[config.mk]
export PLATFORM = sky130hd
export DESIGN_NAME = input_conditioner
export DESIGN_NICKNAME = d
export VERILOG_FILES = /design/src/rtl/cond_pkg.sv /design/src/rtl/debounce_bit.sv /design/src/rtl/input_conditioner.sv
export SDC_FILE = /design/constraint.sdc
export NUM_CORES = 1
export LEC_CHECK = 0
export ABC_AREA = 1
export CORE_MARGIN = 2
export CORE_UTILIZATION = 45
export DETAILED_ROUTE_END_ITERATION = 7
export GPL_ROUTABILITY_DRIVEN = 1
export PLACE_DENSITY_LB_ADDON = 0.25
export SKIP_LAST_GASP = 1
export SYNTH_ARGS = -nofsm -noshare
export SYNTH_HDL_FRONTEND = slang
export SYNTH_SLANG_ARGS = --single-unit
[constraint.sdc]
create_clock -name clk -period 1.3 [get_ports clk]
set_input_delay 0.195 -clock clk [delete_from_list [all_inputs] [get_ports clk]]
set_output_delay 0.195 -clock clk [all_outputs]
set_load 0.005 [all_outputs]
[src/rtl/cond_pkg.sv]
// Shared types and defaults for the board-input conditioner.
package cond_pkg;

  typedef enum logic {
    ST_STABLE = 1'b0,
    ST_CHECK  = 1'b1
  } db_state_e;

  localparam int DEF_SYNC_STAGES = 2;
  localparam int DEF_CNT_W       = 16;
  localparam int DEF_STABLE_CNT  = 50000;

endpackage

[src/rtl/debounce_bit.sv]
// One input bit: SYNC_STAGES-deep synchroniser followed by a counter debouncer.
// A new level is accepted only after holding for STABLE_CNT consecutive cycles.
module debounce_bit
  import cond_pkg::*;
#(
  parameter int SYNC_STAGES = DEF_SYNC_STAGES,
  parameter int CNT_W       = DEF_CNT_W,
  parameter int STABLE_CNT  = DEF_STABLE_CNT
) (
  input  logic clk,
  input  logic reset_n,
  input  logic d_raw,
  output logic q,
  output logic pending
);

  localparam logic [CNT_W-1:0] LAST = CNT_W'(STABLE_CNT - 1);

  logic [SYNC_STAGES-1:0] sync_q;
  logic                   s;
  db_state_e              state, state_d;
  logic [CNT_W-1:0]       cnt, cnt_d;
  logic                   q_d;

  assign s       = sync_q[SYNC_STAGES-1];
  assign pending = (state == ST_CHECK);

  always_ff @(posedge clk or negedge reset_n) begin
    if (!reset_n) begin
      sync_q <= '0;
      state  <= ST_STABLE;
      cnt    <= '0;
      q      <= 1'b0;
    end else begin
      sync_q <= {sync_q[SYNC_STAGES-2:0], d_raw};
      state  <= state_d;
      cnt    <= cnt_d;
      q      <= q_d;
    end
  end

  always_comb begin
    state_d = state;
    cnt_d   = cnt;
    q_d     = q;
    case (state)
      ST_STABLE: if (s != q) state_d = ST_CHECK;
      ST_CHECK: begin
        if (s == q) begin
          // glitch rejected: drop the pending change
          state_d = ST_STABLE;
          cnt_d   = '0;
        end else if (cnt == LAST) begin
          q_d     = s;
          cnt_d   = '0;
          state_d = ST_STABLE;
        end else begin
          cnt_d = cnt + CNT_W'(1);
        end
      end
    endcase
  end

endmodule

[src/rtl/input_conditioner.sv]
// Synchronises and debounces the GO button, data and opcode switches per bit.
// Optional GO_PULSE_EN adds a one-cycle go_pulse on each go rising edge.
module input_conditioner
  import cond_pkg::*;
#(
  parameter int DATA_W      = 4,
  parameter int OP_W        = 3,
  parameter int SYNC_STAGES = DEF_SYNC_STAGES,
  parameter int CNT_W       = DEF_CNT_W,
  parameter int STABLE_CNT  = DEF_STABLE_CNT
) (
  input  logic              clk,
  input  logic              reset_n,
  input  logic              go_raw,
  input  logic [DATA_W-1:0] data_raw,
  input  logic [OP_W-1:0]   opcode_raw,
  output logic              go,
  output logic [DATA_W-1:0] data,
  output logic [OP_W-1:0]   opcode,
  output logic              busy
`ifdef GO_PULSE_EN
  ,
  output logic              go_pulse
`endif
);

  localparam int NUM_BITS = 1 + DATA_W + OP_W;

  // bit 0 = go, then data, then opcode
  logic [NUM_BITS-1:0] raw_all, q_all, pend_all;

  assign raw_all = {opcode_raw, data_raw, go_raw};

  for (genvar i = 0; i < NUM_BITS; i++) begin : g_bit
    debounce_bit #(
      .SYNC_STAGES(SYNC_STAGES),
      .CNT_W      (CNT_W),
      .STABLE_CNT (STABLE_CNT)
    ) u_db (
      .clk    (clk),
      .reset_n(reset_n),
      .d_raw  (raw_all[i]),
      .q      (q_all[i]),
      .pending(pend_all[i])
    );
  end

  assign go     = q_all[0];
  assign data   = q_all[DATA_W:1];
  assign opcode = q_all[NUM_BITS-1:DATA_W+1];
  assign busy   = |pend_all;

`ifdef GO_PULSE_EN
  logic go_prev;

  always_ff @(posedge clk or negedge reset_n) begin
    if (!reset_n) go_prev <= 1'b0;
    else          go_prev <= go;
  end

  assign go_pulse = go & ~go_prev;
`endif

endmodule
==> flow_metrics.env, run 1 <==
export IMPL_run_status="finished with violations"
export IMPL_violations="setup timing"
export IMPL_regToRegEndpoint="g_bit[7].u_db.cnt[6]$_DFFE_PN0P_"
export IMPL_portBuffers=18
export IMPL_detail_route_iter0_violations=551
export IMPL_synth_top_family_by_area="simple AND/OR/NAND/NOR gates"
export IMPL_fraction_of_the_mapped_netlist_area_in_compound_gates_pct=7.716
export IMPL_postSynthAreaPerCell_um2=7.151
export IMPL_viasPerCell=5.096
export IMPL_hpwl_after_dpl_um=15950
export IMPL_route_detailed_wl_per_inst_um=13.57
export IMPL_cp_cell_sequence="nor4_4 > nand2_1 > buf_2"
export IMPL_post_route_drc_count=0
export IMPL_cts_root_buffer_cell="clkbuf_16"
export IMPL_cts_reportedPaths_clkPinSlew_ns=0.06
export IMPL_boundaryPins=19
export IMPL_worst_ep_arrival_time_ns=1.40
export IMPL_synthAdderAreaFrac_pct=1.059
export IMPL_layout_cells_non_filler=1847
export IMPL_final_critical_path_setup_slack_ns=-0.2935
export IMPL_hold_path_endpoint="g_bit[4].u_db.sync_q[0]$_DFF_PN0_"
export IMPL_die_footprint_um2=22180
export IMPL_globalplace_congestion=0.9225
export IMPL_dr_total_vias=9413
export IMPL_yosys_warnings=0
export IMPL_worstHoldPathCells=1
export IMPL_worst_setup_path_end_kind="primary output"
export IMPL_setup_violations=79
export IMPL_cp_required_ns=1.11
export IMPL_synth_top_area_share_pct=42.35
export IMPL_standard_cell_with_the_maximum_stage_delay_on_the_critical_path="dfrtp_1"
export IMPL_synth_cell_area_um2=9454
export IMPL_placed_cell_area_um2=11030
export IMPL_post_route_period_util_pct=122.6
export IMPL_antenna_cells_inserted=0
export IMPL_clk_latency_ns=0.43
export IMPL_leading_cell_type_in_the_layout_fill_and_taps_excluded="nand2_1"
export IMPL_final_period_minus_worst_setup_slack_ns=1.594
export IMPL_pre_cts_slack_ns=-0.4270
export IMPL_synthXorXnorAreaFrac_pct=4.076
export IMPL_maxCapViolCount=0
export IMPL_timing_hold_ws_ns=0.1934
export IMPL_drtAntennaViolNets=0
export IMPL_grt_max_degree=49
export IMPL_final_net_count=1577
export IMPL_die_height_um=148.9
export IMPL_max_slew_worst_pin_slew_ns=0.3234
export IMPL_path_class="register to primary output"
export IMPL_floorplan_row_count=53
export IMPL_timing_critical_path_slowest_cell_delay_ns=0.40
export IMPL_reg2reg_slack_ns=-0.12
export IMPL_start_kind="register"
export IMPL_post_synth_num_cell_types=35
export IMPL_cellPowerDensity_nw_per_um2=1004
export IMPL_post_synthesis_sequential_area_ratio_pct=42.35
export IMPL_power_ir_vdd_worst_mv=0.8516
export IMPL_areaGrowthSynthToFinish_pct=43.71
export IMPL_ctsHtreeMaxLevel=4
export IMPL_post_synth_mux_area_share_pct=0.1059
export IMPL_numCtsBuffers=17
export IMPL_yosysTopAreaCell="dfrtp_1"
export IMPL_cts_tree="yes"
export IMPL_hold_path_class="primary input to register"
export IMPL_mostFrequentLayoutCells="nand2_1 (371), buf_4 (180), nor2_1 (148)"
export IMPL_r2r_worst_path_cells=8
export IMPL_fin_worst_skew_ns=0.008636
export IMPL_cts_root_to_sink_buffers=2
export IMPL_post_synth_and_or_nand_nor_area_fraction_pct=37.76
export IMPL_pre_antenna_drt_iters=5
export IMPL_cts_sinks=160
export IMPL_globalRouteOverflowTotal=0
export IMPL_grtUsageTotal_pct=21.66
export IMPL_leakagePower_nw=6.082
export IMPL_core_area_um2=20820
export IMPL_ys_ff_latch=160
export IMPL_die_width_um=148.9
export IMPL_post_route_standard_cell_area_excluding_fillers_um2=13590
export IMPL_fillers=1665
export IMPL_post_synth_inst_count=1322
export IMPL_grt_pass1_wl_um=39620
export IMPL_regToRegStartpoint="g_bit[7].u_db.cnt[1]$_DFFE_PN0P_"
export IMPL_placedCellCount=1742
export IMPL_worstSetupStartpoint="g_bit[4].u_db.pending$_DFF_PN0_"
export IMPL_rsz_0062_raised_after_global_routing="true"
export IMPL_synthesis_nets=1340
export IMPL_layout_drive_gt1_share_pct=35.37
export IMPL_grt_pass1_vias=8722
export IMPL_start_util_pct=45.40
export IMPL_max_slew_violation_count=0
export IMPL_worst_hold_startpoint="data_raw[3]"
export IMPL_hold_violation_total_from_the_final_report=0
export IMPL_setup_tns_ns=-3.724
export IMPL_maximum_achievable_frequency_ghz=0.6275
export IMPL_worst_slew_margin_rel_pct=78.39
export IMPL_grt_antenna_before_repair=0
export IMPL_route_final_wire_length_um=25060
export IMPL_top_post_synthesis_cells_by_area="dfrtp_1 (42%), nand2_1 (17%), nor2_1 (8.4%)"
export IMPL_critical_path_peak_fanout=2
==> worst max path at each step <==
stage	to
6_report	busy
5_1_grt	busy
4_1_cts	busy
3_5_place_dp	busy
3_3_place_gp	busy
2_1_floorplan	g_bit[2].u_db.cnt[8]$_DFFE_PN0P_
==> cell type report <==
cell class / count / area (um2) / share of cell area (%)
well taps: 275 / 344.1 / 2.532
clock inverters: 7 / 77.57 / 0.5710
flip-flops and latches: 160 / 4023 / 29.61
multi-input cells: 999 / 6045 / 44.49
repair inverters: 2 / 15.01 / 0.1105
repair buffers: 238 / 2022 / 14.88
inverters: 141 / 565.5 / 4.162
clock buffers: 25 / 495.5 / 3.647
==> metal layers <==
metal	GRT usage [%]	vias to the layer above	routed length, um
li1	-	4698	-
met1	28.52	4466	10980
met2	36.20	204	12760
met3	4.067	45	865
met4	6.952	0	464
met5	0	-	0
==> flip-flops by register name, summed over array words and instances, names as in the netlist <==
signal	flops
g_bit.u_db.sync_q	16
g_bit.u_db.cnt	128
g_bit.u_db.q	8
g_bit.u_db.pending	8
==> cells in the mapped netlist <==
cell type,n
a21boi_0,4
a21boi_1,2
a21oi_1,20
a21oi_2,2
a21oi_4,5
and2_1,1
buf_2,11
buf_4,8
clkbuf_1,3
clkinv_1,3
dfrtp_1,160
ha_1,8
inv_1,132
inv_2,6
mux2i_1,1
nand2_1,425
nand2_2,11
nand3_1,119
nand3_2,3
nand4_1,42
nor2_1,211
nor2_2,20
nor2_4,5
nor3_1,5
nor4_1,2
o21ai_0,23
o21ai_1,11
o21ai_2,5
o21ai_4,1
o21bai_1,26
o22ai_1,6
o31ai_1,3
xnor2_1,11
xor2_1,20
xor2_2,7
==> power breakdown <==
group / internal [W] / switching, W
logic: 0.00137 / 0.00154
registers: 0.00537 / 0.000507
clock network: 0.00284 / 0.00202
total: 0.00958 / 0.00406
==> worst max-delay path: cells and delay by family, from the launching register on <==
kind                   cells  cell delay, ns
flip-flops                 1            0.40
AND/OR/NAND/NOR            2            0.43
buffers and inverters      1            0.14
==> what timing repair did <==
item | 4_1_cts | 5_1_grt
buffers inserted | 32 | 46
pin swaps | 53 | 114
endpoints found under the setup margin | 133 | 144
cloned | 2 | 0
hold buffers | 1 | 0
gates resized for setup | 113 | 292
hold endpoints to repair | 160 | 0
==> through the flow <==
| stage | total power, W | utilization [%] |
|---|---|---|
| 2_1_floorplan | 0.006783 | - |
| 3_3_place_gp | 0.007713 | 52.99 |
| 3_5_place_dp | 0.007755 | 52.99 |
| 4_1_cts | 0.01297 | 58.71 |
| 5_1_grt | 0.01429 | 65.25 |
| 6_report | 0.01364 | 65.25 |
==> cell families (layout without fill, tap and decap cells) <==
kind of cell | Yosys count | in the layout
AOI/OAI and AO/OA | 108 | 108
xor gates and xnor gates | 38 | 38
adders and majority gates | 8 | 8
buffers and inverters | 163 | 413
DFF | 160 | 160
muxes | 1 | 1
and+or+nand+nor | 844 | 844
Power figures use the tool's default switching activity.
==> run 2: changes to the inputs <==
--- a/config.mk
+++ b/config.mk
@@ -6,6 +6,7 @@
 export NUM_CORES = 1
 export LEC_CHECK = 0
 export ABC_AREA = 1
+export CORE_ASPECT_RATIO = 1.4
 export CORE_MARGIN = 2
 export CORE_UTILIZATION = 45
 export DETAILED_ROUTE_END_ITERATION = 7
==> flow_metrics.env, run 2 (synthesized netlist as in run 1, its figures left out) <==
export IMPL_fin_worst_skew_ns=0.007913
export IMPL_grt_pass1_vias=9135
export IMPL_worst_ep_arrival_time_ns=1.36
export IMPL_largest_reg_flops=128
export IMPL_areaGrowthSynthToFinish_pct=45.55
export IMPL_power_switching_share_pct=30.68
export IMPL_globalplace_congestion=0.9156
export IMPL_layout_drive_gt1_share_pct=36.99
export IMPL_worst_setup_path_end_kind="primary output"
export IMPL_power_ir_vdd_worst_mv=1.001
export IMPL_p_comb_share_pct=21.1
export IMPL_detail_route_iter0_violations=462
export IMPL_die_height_um=175.5
export IMPL_cts_reportedPaths_clkPinSlew_ns=0.07
export IMPL_die_width_um=126.5
export IMPL_fillers=1532
export IMPL_numCtsBuffers=17
export IMPL_cts_tree="yes"
export IMPL_clk_latency_ns=0.44
export IMPL_hpwl_after_dpl_um=17420
export IMPL_final_net_count=1589
export IMPL_cp_required_ns=1.11
export IMPL_worst_slew_margin_rel_pct=77.35
export IMPL_maximum_achievable_frequency_ghz=0.6425
export IMPL_regMostFlops="g_bit.u_db.cnt"
export IMPL_cell_internal_pwr_w=0.009849
export IMPL_grt_max_degree=36
export IMPL_ctsHtreeMaxLevel=4
export IMPL_cts_root_to_sink_buffers=2
export IMPL_pre_antenna_drt_iters=5
export IMPL_portBuffers=18
export IMPL_drtAntennaViolNets=0
export IMPL_grtUsageTotal_pct=22.68
export IMPL_run_status="finished with violations"
export IMPL_die_footprint_um2=22200
export IMPL_placed_cell_area_um2=11150
export IMPL_post_route_standard_cell_area_excluding_fillers_um2=13760
export IMPL_violations="setup timing"
export IMPL_hold_violation_total_from_the_final_report=0
export IMPL_route_detailed_wl_per_inst_um=14.43
export IMPL_max_slew_worst_pin_slew_ns=0.3398
export IMPL_mostFrequentLayoutCells="nand2_1 (366), buf_4 (195), nor2_1 (152)"
export IMPL_leading_cell_type_in_the_layout_fill_and_taps_excluded="nand2_1"
export IMPL_cts_root_buffer_cell="clkbuf_16"
export IMPL_total_switching_power_w=0.004360
export IMPL_grt_antenna_before_repair=0
export IMPL_core_area_um2=20560
export IMPL_pre_cts_slack_ns=-0.1842
export IMPL_boundaryPins=19
export IMPL_final_util_pct=66.94
export IMPL_largest_registers="g_bit.u_db.cnt (128), g_bit.u_db.sync_q (16)"
export IMPL_setup_tns_ns=-2.862
export IMPL_post_route_drc_count=0
export IMPL_floorplan_row_count=62
export IMPL_hold_path_class="primary input to async pin"
export IMPL_path_class="register to primary output"
export IMPL_start_util_pct=45.99
export IMPL_viasPerCell=5.152
export IMPL_max_slew_violation_count=0
export IMPL_setup_violations=93
export IMPL_maxCapViolCount=0
export IMPL_power_sequential_fraction_pct=41.3
export IMPL_route_final_wire_length_um=26550
export IMPL_critical_path_peak_fanout=2
export IMPL_clock_network_fraction_of_total_power_pct=37.6
export IMPL_leakagePower_nw=6.175
export IMPL_start_kind="register"
export IMPL_grt_pass1_wl_um=41360
export IMPL_final_critical_path_setup_slack_ns=-0.2564
export IMPL_final_period_minus_worst_setup_slack_ns=1.556
export IMPL_cellPowerDensity_nw_per_um2=1033
export IMPL_post_route_period_util_pct=119.7
export IMPL_antenna_cells_inserted=0
export IMPL_globalRouteOverflowTotal=0
export IMPL_dr_total_vias=9480
export IMPL_cts_sinks=160
export IMPL_rsz_0062_raised_after_global_routing="true"
[run 2: changes by cell type in the layout (fill, tap and decap cells not counted), sizes merged]
cell	previous run	this run
inv	134	137
dlygate4sd2	2	1
buf	223	233
bufinv	1	3
clkinv	4	8
clkbuf	25	19
[run 2: metal layers]
| layer | up-vias | wire length, um | track usage, % | share of wire [%] |
|---|---|---|---|---|
| met1 | 4529 | 10420 | 25.86 | 39 |
| met2 | 185 | 14680 | 41.24 | 55 |
| met4 | 0 | 747 | 10.62 | 2.8 |
| li1 | 4698 | - | - | - |
| met3 | 68 | 699 | 3.472 | 2.6 |
| met5 | - | 0 | 0 | 0 |
[run 2: worst paths after layout]
kind | startpoint | cells after the start | slack (ns) | endpoint
setup / recovery | g_bit[7].u_db.pending$_DFF_PN0_ | 3 | -0.26 | busy
hold / removal | reset_n | 2 | 0.20 | g_bit[4].u_db.q$_DFFE_PN0P_
setup reg to reg | g_bit[0].u_db.cnt[1]$_DFFE_PN0P_ | 7 | -0.12 | g_bit[0].u_db.q$_DFFE_PN0P_
hold reg to reg | g_bit[2].u_db.sync_q[0]$_DFF_PN0_ | 0 | 0.35 | g_bit[2].u_db.sync_q[1]$_DFF_PN0_
max in group asynchronous | reset_n | 3 | 0.57 | g_bit[3].u_db.cnt[10]$_DFFE_PN0P_
min in group clk | opcode_raw[1] | 1 | 0.20 | g_bit[6].u_db.sync_q[0]$_DFF_PN0_
[run 2: per-stage QoR]
step	hold WS, ns	total power [W]	cells
global route	0.1842	0.01485	1840
detailed placement	0.1068	0.007807	1738
global placement	0.1048	0.007753	1738
finish	0.1993	0.01421	1840
CTS	0.1863	0.01351	1795
floorplan	-0.1006	0.006783	1322
[run 2: worst max-delay path, stage by stage (launching register included)]
cell and delay [ns]:
dfrtp_1 0.38, nor4_2 0.28, nand2_1 0.12, buf_2 0.15
[run 2: layout make-up]
cell class	instances	area (um2)	area share, %
repair buffers	249	2118	15.39
multi-input cells	999	6081	44.19
flip-flops and latches	160	4026	29.26
repair inverters	3	20.02	0.1455
well taps	256	320.3	2.328
clock buffers	17	425.4	3.091
inverters	141	568.0	4.128
clock inverters	15	201.4	1.464
[run 2: timing repair]
item                                    4_1_cts  5_1_grt
cloned                                        2        2
hold buffers                                  1        0
pin swaps                                    45      123
endpoints found under the setup margin      139      149
endpoints found under the hold margin       160        0
setup buffers                                22       45
resized for setup                           113      301
[run 2: power groups by stage]
stage / clock [W] / combinational, W / sequential [W]
after floorplan: 0 / 0.00102 / 0.00576
after global routing: 0.00567 / 0.00326 / 0.00592
after CTS: 0.00542 / 0.00233 / 0.00577
final: 0.00534 / 0.00299 / 0.00587
after detailed placement: 0 / 0.00206 / 0.00575
after global placement: 0 / 0.00202 / 0.00573
